File: src/rtl/pc_predictor.sv
// Fetch-PC generator with a direct-mapped BTB and 2-bit saturating direction counters.
// Drives the fetch address, its prediction, and the mispredict redirect from EX updates.
module pc_predictor #(
  parameter int unsigned          PC_WIDTH    = 32,
  parameter int unsigned          BTB_ENTRIES = 64,
  parameter logic [PC_WIDTH-1:0]  RESET_PC    = '0,
  parameter bit                   PRED_EN     = 1'b1,
  parameter int unsigned          STALL_WIDTH = 6
) (
  input  logic                   clk_in,
  input  logic                   rst_in,
  input  logic                   rdy_in,
  input  logic [STALL_WIDTH-1:0] stall,
  input  logic                   update_valid_in,
  input  logic [PC_WIDTH-1:0]    update_pc_in,
  input  logic [PC_WIDTH-1:0]    update_target_in,
  input  logic                   update_taken_in,
  input  logic                   update_is_jump_in,
  input  logic                   update_pred_taken_in,
  input  logic [PC_WIDTH-1:0]    update_pred_target_in,
  output logic [PC_WIDTH-1:0]    pc_out,
  output logic                   pred_taken_out,
  output logic [PC_WIDTH-1:0]    pred_target_out,
  output logic                   incorrect_out
);

  localparam int unsigned IDX_BITS = $clog2(BTB_ENTRIES);
  localparam int unsigned TAG_BITS = PC_WIDTH - IDX_BITS - 2;

  logic [BTB_ENTRIES-1:0] valid_q;
  logic [TAG_BITS-1:0]    tag_q    [BTB_ENTRIES];
  logic [PC_WIDTH-1:0]    target_q [BTB_ENTRIES];
  logic [1:0]             ctr_q    [BTB_ENTRIES];
  logic                   jump_q   [BTB_ENTRIES];

  logic [IDX_BITS-1:0] lk_idx;
  logic [TAG_BITS-1:0] lk_tag;
  logic [IDX_BITS-1:0] up_idx;
  logic [TAG_BITS-1:0] up_tag;
  logic                up_hit;
  logic [1:0]          ctr_next;
  logic [PC_WIDTH-1:0] seq_pc;
  logic [PC_WIDTH-1:0] redirect_pc;
  logic                unused_stall_bits;

  assign unused_stall_bits = ^stall;

  assign lk_idx = pc_out[IDX_BITS+1:2];
  assign lk_tag = pc_out[PC_WIDTH-1:IDX_BITS+2];
  assign up_idx = update_pc_in[IDX_BITS+1:2];
  assign up_tag = update_pc_in[PC_WIDTH-1:IDX_BITS+2];
  assign up_hit = valid_q[up_idx] && (tag_q[up_idx] == up_tag);

  // With prediction disabled the table outputs are never consulted.
  always_comb begin
    pred_taken_out  = 1'b0;
    pred_target_out = '0;
    if (PRED_EN) begin
      if (valid_q[lk_idx] && (tag_q[lk_idx] == lk_tag) &&
          (jump_q[lk_idx] || ctr_q[lk_idx][1])) begin
        pred_taken_out  = 1'b1;
        pred_target_out = target_q[lk_idx];
      end
    end
  end

  assign seq_pc = pred_taken_out ? pred_target_out : pc_out + PC_WIDTH'(4);

  assign incorrect_out = update_valid_in &&
                         ((update_taken_in != update_pred_taken_in) ||
                          (update_taken_in && (update_target_in != update_pred_target_in)));

  assign redirect_pc = update_taken_in ? update_target_in : update_pc_in + PC_WIDTH'(4);

  always_comb begin
    ctr_next = ctr_q[up_idx];
    if (update_taken_in) begin
      if (ctr_q[up_idx] != 2'b11) ctr_next = ctr_q[up_idx] + 2'd1;
    end else begin
      if (ctr_q[up_idx] != 2'b00) ctr_next = ctr_q[up_idx] - 2'd1;
    end
  end

  always_ff @(posedge clk_in) begin
    if (rst_in) begin
      pc_out <= RESET_PC;
    end else if (rdy_in) begin
      if (incorrect_out) pc_out <= redirect_pc;
      else if (!stall[0]) pc_out <= seq_pc;
    end
  end

  always_ff @(posedge clk_in) begin
    if (rst_in) begin
      valid_q <= '0;
    end else if (rdy_in && update_valid_in) begin
      if (update_is_jump_in) begin
        valid_q[up_idx]  <= 1'b1;
        tag_q[up_idx]    <= up_tag;
        target_q[up_idx] <= update_target_in;
        ctr_q[up_idx]    <= 2'b11;
        jump_q[up_idx]   <= 1'b1;
      end else if (up_hit) begin
        ctr_q[up_idx]  <= ctr_next;
        jump_q[up_idx] <= 1'b0;
        if (update_taken_in) target_q[up_idx] <= update_target_in;
      end else if (update_taken_in) begin
        // Taken miss replaces whatever entry aliases to this index.
        valid_q[up_idx]  <= 1'b1;
        tag_q[up_idx]    <= up_tag;
        target_q[up_idx] <= update_target_in;
        ctr_q[up_idx]    <= 2'b10;
        jump_q[up_idx]   <= 1'b0;
      end
    end
  end

endmodule

File: config.mk
export PLATFORM = sky130hd
export DESIGN_NAME = pc_predictor
export DESIGN_NICKNAME = d
export VERILOG_FILES = /design/src/rtl/pc_predictor.sv
export SDC_FILE = /design/constraint.sdc
export NUM_CORES = 2
export LEC_CHECK = 0
export BUFFER_PORTS_ARGS = -buffer_cell sky130_fd_sc_hd__buf_2
export CORE_MARGIN = 1.5
export CORE_UTILIZATION = 50
export DETAILED_ROUTE_END_ITERATION = 10
export GPL_TIMING_DRIVEN = 1
export PLACE_DENSITY = 0.65
export SYNTH_ARGS = -nofsm -noshare
export SYNTH_HDL_FRONTEND = slang
export SYNTH_SLANG_ARGS = --single-unit
File: constraint.sdc
create_clock -name clk_in -period 10.7 [get_ports clk_in]
set_input_delay 0.535 -clock clk_in [delete_from_list [all_inputs] [get_ports clk_in]]
set_output_delay 0.535 -clock clk_in [all_outputs]
set_load 0.01 [all_outputs]
# After elaboration in Yosys (flattened, before gate mapping)
# Memories as Yosys holds them, arrays and structs flattened. A register that Yosys moved wholly into a read port is not among the register bits.
# Index checks and enable logic that the tools add are counted.
classes:
  n_shift: 0
  eq_ne: 7
  addsub: 4
  magnitude_cmp: 3
  mul: 0
  reduce_logical: 13
  n_bitwise: 8
  n_mux: 53
  div_mod_pow: 0
ops:
  columns: ["op", "count"]
  rows:
  - ["32-bit two-way mux", 7]
  - ["64-bit two-way mux", 3]
  - ["32-bit by 3-bit adder with 32-bit output (second input constant)", 2]
  - ["64-bit OR", 1]
  - ["24-bit equality test", 2]
  - ["6-bit two-way mux", 8]
  - ["32-bit inequality test", 1]
  - ["1-bit two-way mux", 26]
  - ["24-bit two-way mux", 1]
  - ["6-bit by 7-bit less-than comparator with 1-bit output (second input constant)", 2]
  - ["1-bit binary-select mux with 6-bit select", 2]
  - ["2-bit two-way mux", 5]
  - ["1-bit logical AND", 7]
  - ["1-bit OR", 7]
  - ["1-bit demux with 6-bit select", 1]
  - ["6-bit by 1-bit greater-or-equal comparator with 1-bit output (second input constant)", 1]
  - ["2-bit inequality test (second input constant)", 2]
  - ["2-bit nonzero test", 2]
  - ["3-bit AND reduction", 1]
  - ["2-bit by 1-bit adder with 2-bit output (second input constant)", 1]
  - ["1-bit logical OR", 2]
  - ["2-bit by 1-bit inequality test with 1-bit output (second input constant)", 1]
  - ["2-bit AND reduction", 1]
  - ["2-bit by 1-bit subtractor with 2-bit output (second input constant)", 1]
  - ["1-bit inequality test", 1]
totals:
  latchBits: 0
  input_bits: 109
  ramBits: 3776
  romBits: 0
  reg_bits: 96
  n_memories: 4
  word_cells: 94
mem_list:
  columns: ["name", "words", "word_bits", "read_ports", "rd_ports_with_merged_regs", "wr", "line_no", "rtl"]
  rows:
  - ["target_q", 64, 32, 1, 1, 1, "32", "logic [PC_WIDTH-1:0] target_q [BTB_ENTRIES];"]
  - ["tag_q", 64, 24, 2, 1, 1, "31", "logic [TAG_BITS-1:0] tag_q [BTB_ENTRIES];"]
  - ["ctr_q", 64, 2, 2, 1, 1, "33", "logic [1:0] ctr_q [BTB_ENTRIES];"]
  - ["jump_q", 64, 1, 1, 1, 1, "34", "logic jump_q [BTB_ENTRIES];"]

# Depth between registers and ports, before layout
depth:
  depth_word: 10
  ltp_mapped: 22

# Least setup slack after synthesis
# Ideal clock, no wire load.
synth_timing:
  path_kind: "input-to-reg"
  start: "in update_pc_in[2]"
  end: "mem ctr_q[0][0] (data pin)"
  setup_ns: 0.702
  n_path_buf: 8
  cell_stages: 17
  arrival_ns: 6.474
  slack_ns: 3.524
  path_cell_list: "clkbuf_1 -> buf_2 -> buf_2 -> buf_2 -> clkbuf_1 -> buf_2 -> buf_2 -> buf_1 -> mux2i_1 -> o22ai_1 -> a2111oi_0 -> a31oi_1 -> a21oi_1 -> o311ai_0 -> nor2b_1 -> nor3_1 -> o21ai_0"
synth_between:
  elab_chain_cells: 10
  elab_cells_between_ends: 25
  cone_classes: "add/sub: 2; eq/ne: 2; mux: 17; reduce/logical: 2; memory: 2"
synth_lines:
  columns: ["element", "line_no", "rtl"]
  rows:
  - ["start, declared", "15", "input logic [PC_WIDTH-1:0] update_pc_in,"]
  - ["memory 64 x 24 bit or 1-bit binary-select mux with 6-bit select (tied branches)", null, null]
  - ["24-bit equality test or 1-bit two-way mux (tied branches)", "52", "assign up_hit = valid_q[up_idx] && (tag_q[up_idx] == up_tag);"]
  - ["1-bit logical AND", "52", null]
  - ["1-bit two-way mux", "103", "end else if (up_hit) begin"]
  - ["1-bit two-way mux", "97", "if (update_is_jump_in) begin"]
  - ["1-bit two-way mux", "96", "end else if (rdy_in && update_valid_in) begin"]
  - ["1-bit two-way mux", "94", "if (rst_in) begin"]
  - ["1-bit two-way mux (implied by the code)", "104", "ctr_q[up_idx] <= ctr_next;"]
  - ["2-bit two-way mux (no line)", null, null]
  - ["2-bit two-way mux (no line) *", null, null]
  - ["end, declared", "33", null]
# Mark *: on every way between the ends. The rest lies on a longest branch, timed or not. The select of a mux whose other input is x is not followed.

==> implementation parameters <==
Parameter                              Value

Drt
  Antenna Nets Post-Route ... 0
  Average vias per placed instance ... 7.395
  Vias post-DR ... 101400
  Average wire length per cell after detail routing ... 43.63 microns
  Drt pass-1 iters ... 10
  DRC violations left ... 0
  Routed wire length ... 598400 microns
  Iter 0 DRT Violations ... 18930

Place
  Port Buffers ... 169
  Placed cell area ... 172900 sq um
  Detailed-placement wirelength estimate ... 337900 microns
  Worst slack, placed ... 2.570 ns
  Cell count after placement ... 12950
  GPL Wtd Cong ... 0.9605

Logic synthesis
  Leading area contributor after synthesis ... sky130_fd_sc_hd__edfxtp_1
  Fraction of registers with async set/reset ... 0
  Synthesis warning total ... 0
  FF+latch count, synth ... 3878
  Post-synthesis instance area ... 165100 sq um
  Number of flops mapped to enable cells by yosys ... 3776
  Mapped Nets ... 8819
  Cell count after synthesis ... 8708
  Most instantiated flip-flop cell in the synthesis netlist ... sky130_fd_sc_hd__edfxtp_1
  Number of different library cells in the post-synthesis netlist ... 84
  Sequential cell area fraction in the yosys report ... 0.6991
  Commonest cells in the synthesized netlist ... 3776 x sky130_fd_sc_hd__edfxtp_1, 1145 x sky130_fd_sc_hd__mux4_2, 349 x sky130_fd_sc_hd__clkbuf_1, 338 x sky130_fd_sc_hd__mux2i_1, 284 x sky130_fd_sc_hd__nor2_1
  Top-area cell type share of the netlist area ... 0.6868
  Most frequently used cell type in the post-synthesis netlist ... sky130_fd_sc_hd__edfxtp_1
  Average cell area after synthesis ... 18.96 sq um
  Leading post-synthesis cells by cell area ... sky130_fd_sc_hd__edfxtp_1 69%, sky130_fd_sc_hd__mux4_2 16%, sky130_fd_sc_hd__mux2i_1 2.0%

STA
  Final critical-path share of the clock period ... 0.8829
  Minimum setup slack in the final design ... 1.252 ns
  Max Freq ... 0.1058 GHz
  Least-Margin Pin Slew ... 1.507 ns
  Number of hold violations in the final report ... 0
  Setup Skew ... 0.07284 ns
  Shortest period the worst path allows ... 9.448 ns
  Setup violators final ... 0
  Worst relative slew slack ... -0.01884
  Post-Route Setup TNS ... 0 ns
  Final-layout worst hold slack ... 0.04189 ns
  RSZ-0062 raised after global routing ... no
  Fin. max-slew vios ... 2

Final layout
  Area growth syn-to-layout ... 12.53%
  Finished Cell Area ... 185800 sq um
  Combined area of the multi-input logic cells ... 47500 sq um
  Final net count ... 9121
  Filler cells ... 24490
  Fraction of final layout cells with drive strength greater than 1 ... 0.2848
  Register cell area after layout ... 115500 sq um
  Final cell utilization of the core ... 0.5666
  Non-filler instance count after layout ... 13720

Floorplan
  Area inside the core boundary ... 327900 sq um
  Initial cell density of the core ... 0.5035
  Row Count ... 210
  Number of primary I/O pins ... 175
  Chip Width ... 577.6 microns
  Chip height ... 577.6 microns
  Die area ... 333700 sq um

Worst hold path
  Cell depth of the worst min-delay path ... 1
  Worst hold-check path type ... input port to register

Clock tree
  Source-to-sink clock delay at the later pin of the worst-skew pair ... 1.00 ns
  Root buffer cell ... sky130_fd_sc_hd__clkbuf_16
  Clock tree from TritonCTS ... done
  H-tree level count ... 5
  Register clock-pin slew on the reported worst setup and hold paths ... 0.06 ns
  Inserted Clock Buffers ... 395
  Num Clock Sinks ... 3878
  Post-cts gate resize count ... 0
  Worst-case clock buffer depth ... 4
  Setup Buffers After CTS ... 0

Setup path
  Arrival time at the worst endpoint ... 8.91 ns
  Kind of start point of the critical path ... register
  Crit-path leading delay family ... simple AND/OR/NAND/NOR gates
  Slowest cell on the critical path ... sky130_fd_sc_hd__dfxtp_4
  Critical path endpoint category ... primary output
  Cell count along the critical path ... 15
  Number of cells on the worst reg-to-reg path ... 16
  Maximum fanout count along the critical path ... 37
  Worst path buffer plus inverter count ... 5
  Required time of the critical path ... 10.17 ns
  Worst-path cell chain ... buf_4, buf_4, mux4_2, nand2_1, a21oi_1, nor3_1, a31o_2, o211a_1, or4b_1, or4b_1, buf_4, or2_2, inv_2, and2_1, buf_2
  CP most frequent cell ... sky130_fd_sc_hd__buf_4
  Class of the most critical setup path ... register to primary output
  Worst path max stage delay ... 0.86 ns

Power and ir drop
  Design internal power ... 25.58 mW
  Power consumption ... 33.59 mW
  Static leakage power ... 57.85 nW
  Psw ... 8.015 mW
  Combinational power share ... 0.091
  Proportion of power drawn by flip-flops and latches ... 0.499
  Maximum vdd drop ... 0.1478 mV
  Total power divided by cell area ... 180.8 nW/um^2
  Net switching share of the total power ... 0.2386
  Clock power share ... 0.410

Global routing
  Remaining Overflow, GRT ... 0
  Largest net degree at the start of global routing ... 111
  Initial antenna violation count ... 53
  Gr usage total ... 0.3548
  Global-route wire length before repair ... 805800 microns
  Vias in the first global route ... 97370

Run
  Number of maximum-capacitance constraint violations ... 1

Status
  Violations in the final reports ... max-capacitance violations, max-slew violations
  Result of the run ... finished, violations left
==> area by class of cell <==
cell class                 count  area share
multi-input combinational   4069      0.2556
timing repair buffer         577     0.02291
clock buffer                 486     0.05623
clock inverter               244     0.01232
tap                         4346     0.02927
antenna                       27   0.0003636
inverter                      89    0.001919
sequential                  3878      0.6214
==> layer usage <==
metal,up-vias,part of all wire,track usage
met5,-,0.00038,0.0002836
met4,24,0.080,0.2300
met3,2082,0.14,0.1082
met2,8860,0.44,0.5257
met1,53000,0.34,0.4574
li1,37470,-,-
==> state kept, by name (all words and copies together), names as in the netlist, named ones only <==
name and flops:
tag_q 1536, target_q 2048, ctr_q 128, valid_q 64, pc_out 32, jump_q 64
==> logic make-up (layout without fill, tap and decap cells) <==
kind of cell,count (synthesis),in the layout,share of synthesized area
and+or+nand+nor,1082,1082,0.03181
muxes,1646,1646,0.1878
xor gates and xnor gates,123,123,0.006525
adders and majority gates,3,3,0.0002122
other,0,27,0
AOI/OAI and AO/OA,1215,1215,0.05456
buffers and inverters,761,1396,0.01995
DFF,3878,3878,0.6991
==> what timing repair did <==
item	4_1_cts	5_1_grt
setup endpoints to repair	0	0
hold endpoints to repair	38	0
hold buffers	7	0
==> path summary, 6_finish.rpt <==
path	slack (ns)	endpoint	startpoint
setup / recovery	1.25	pred_target_out[31]	register
setup reg to reg	2.74	pc_out[31]$_SDFFE_PP0P_	register
hold reg to reg	0.47	valid_q[33]$_SDFFE_PP0P_	valid_q[33]$_SDFFE_PP0P_
hold / removal	0.04	target_q[47][5]$_DFFE_PP_	update_target_in[5]
==> power groups by stage <==
stage,registers [mW],clock network [mW],logic [mW]
CTS,16.8,13.8,2.95
floorplan,17.0,0,1.69
finish,16.8,13.8,3.05
global placement,17.1,0,2.91
global route,16.8,14.4,3.08
detailed placement,17.1,0,2.94
==> cells in the final DEF, fill, tap and decap left out, types with 22 or more instances in the layout <==
cell type / Yosys / layout
sky130_fd_sc_hd__nor3_1: 86 / 62
sky130_fd_sc_hd__clkbuf_16: 0 / 404
sky130_fd_sc_hd__diode_2: 0 / 27
sky130_fd_sc_hd__o21ai_0: 103 / 100
sky130_fd_sc_hd__a22oi_1: 168 / 168
sky130_fd_sc_hd__nor3_2: 0 / 24
sky130_fd_sc_hd__a221oi_1: 169 / 169
sky130_fd_sc_hd__edfxtp_1: 3776 / 3776
sky130_fd_sc_hd__bufinv_16: 0 / 36
sky130_fd_sc_hd__or3b_2: 22 / 22
sky130_fd_sc_hd__a221o_1: 77 / 77
sky130_fd_sc_hd__nand4_1: 32 / 32
sky130_fd_sc_hd__a21oi_1: 144 / 144
sky130_fd_sc_hd__dfxtp_1: 102 / 96
sky130_fd_sc_hd__clkinv_2: 0 / 74
sky130_fd_sc_hd__nor2_1: 284 / 167
sky130_fd_sc_hd__nand3b_1: 22 / 22
sky130_fd_sc_hd__buf_12: 1 / 24
sky130_fd_sc_hd__o221ai_1: 24 / 24
sky130_fd_sc_hd__inv_1: 80 / 78
sky130_fd_sc_hd__nand3_1: 118 / 117
sky130_fd_sc_hd__clkinv_1: 5 / 101
sky130_fd_sc_hd__nand2_1: 280 / 276
sky130_fd_sc_hd__nor4_1: 78 / 77
sky130_fd_sc_hd__and2_1: 36 / 33
sky130_fd_sc_hd__mux4_2: 1145 / 1145
sky130_fd_sc_hd__o22ai_1: 187 / 187
sky130_fd_sc_hd__mux2i_1: 338 / 338
sky130_fd_sc_hd__o31ai_1: 33 / 33
sky130_fd_sc_hd__xor2_1: 75 / 75
sky130_fd_sc_hd__xnor2_1: 48 / 48
sky130_fd_sc_hd__buf_4: 21 / 377
sky130_fd_sc_hd__o32ai_1: 30 / 30
sky130_fd_sc_hd__mux2_2: 162 / 162
sky130_fd_sc_hd__clkbuf_1: 349 / 79
sky130_fd_sc_hd__a22o_1: 67 / 67
sky130_fd_sc_hd__buf_2: 132 / 166
sky130_fd_sc_hd__nor2_4: 0 / 113
sky130_fd_sc_hd__a211oi_1: 37 / 37
Power figures use the tool's default switching activity.
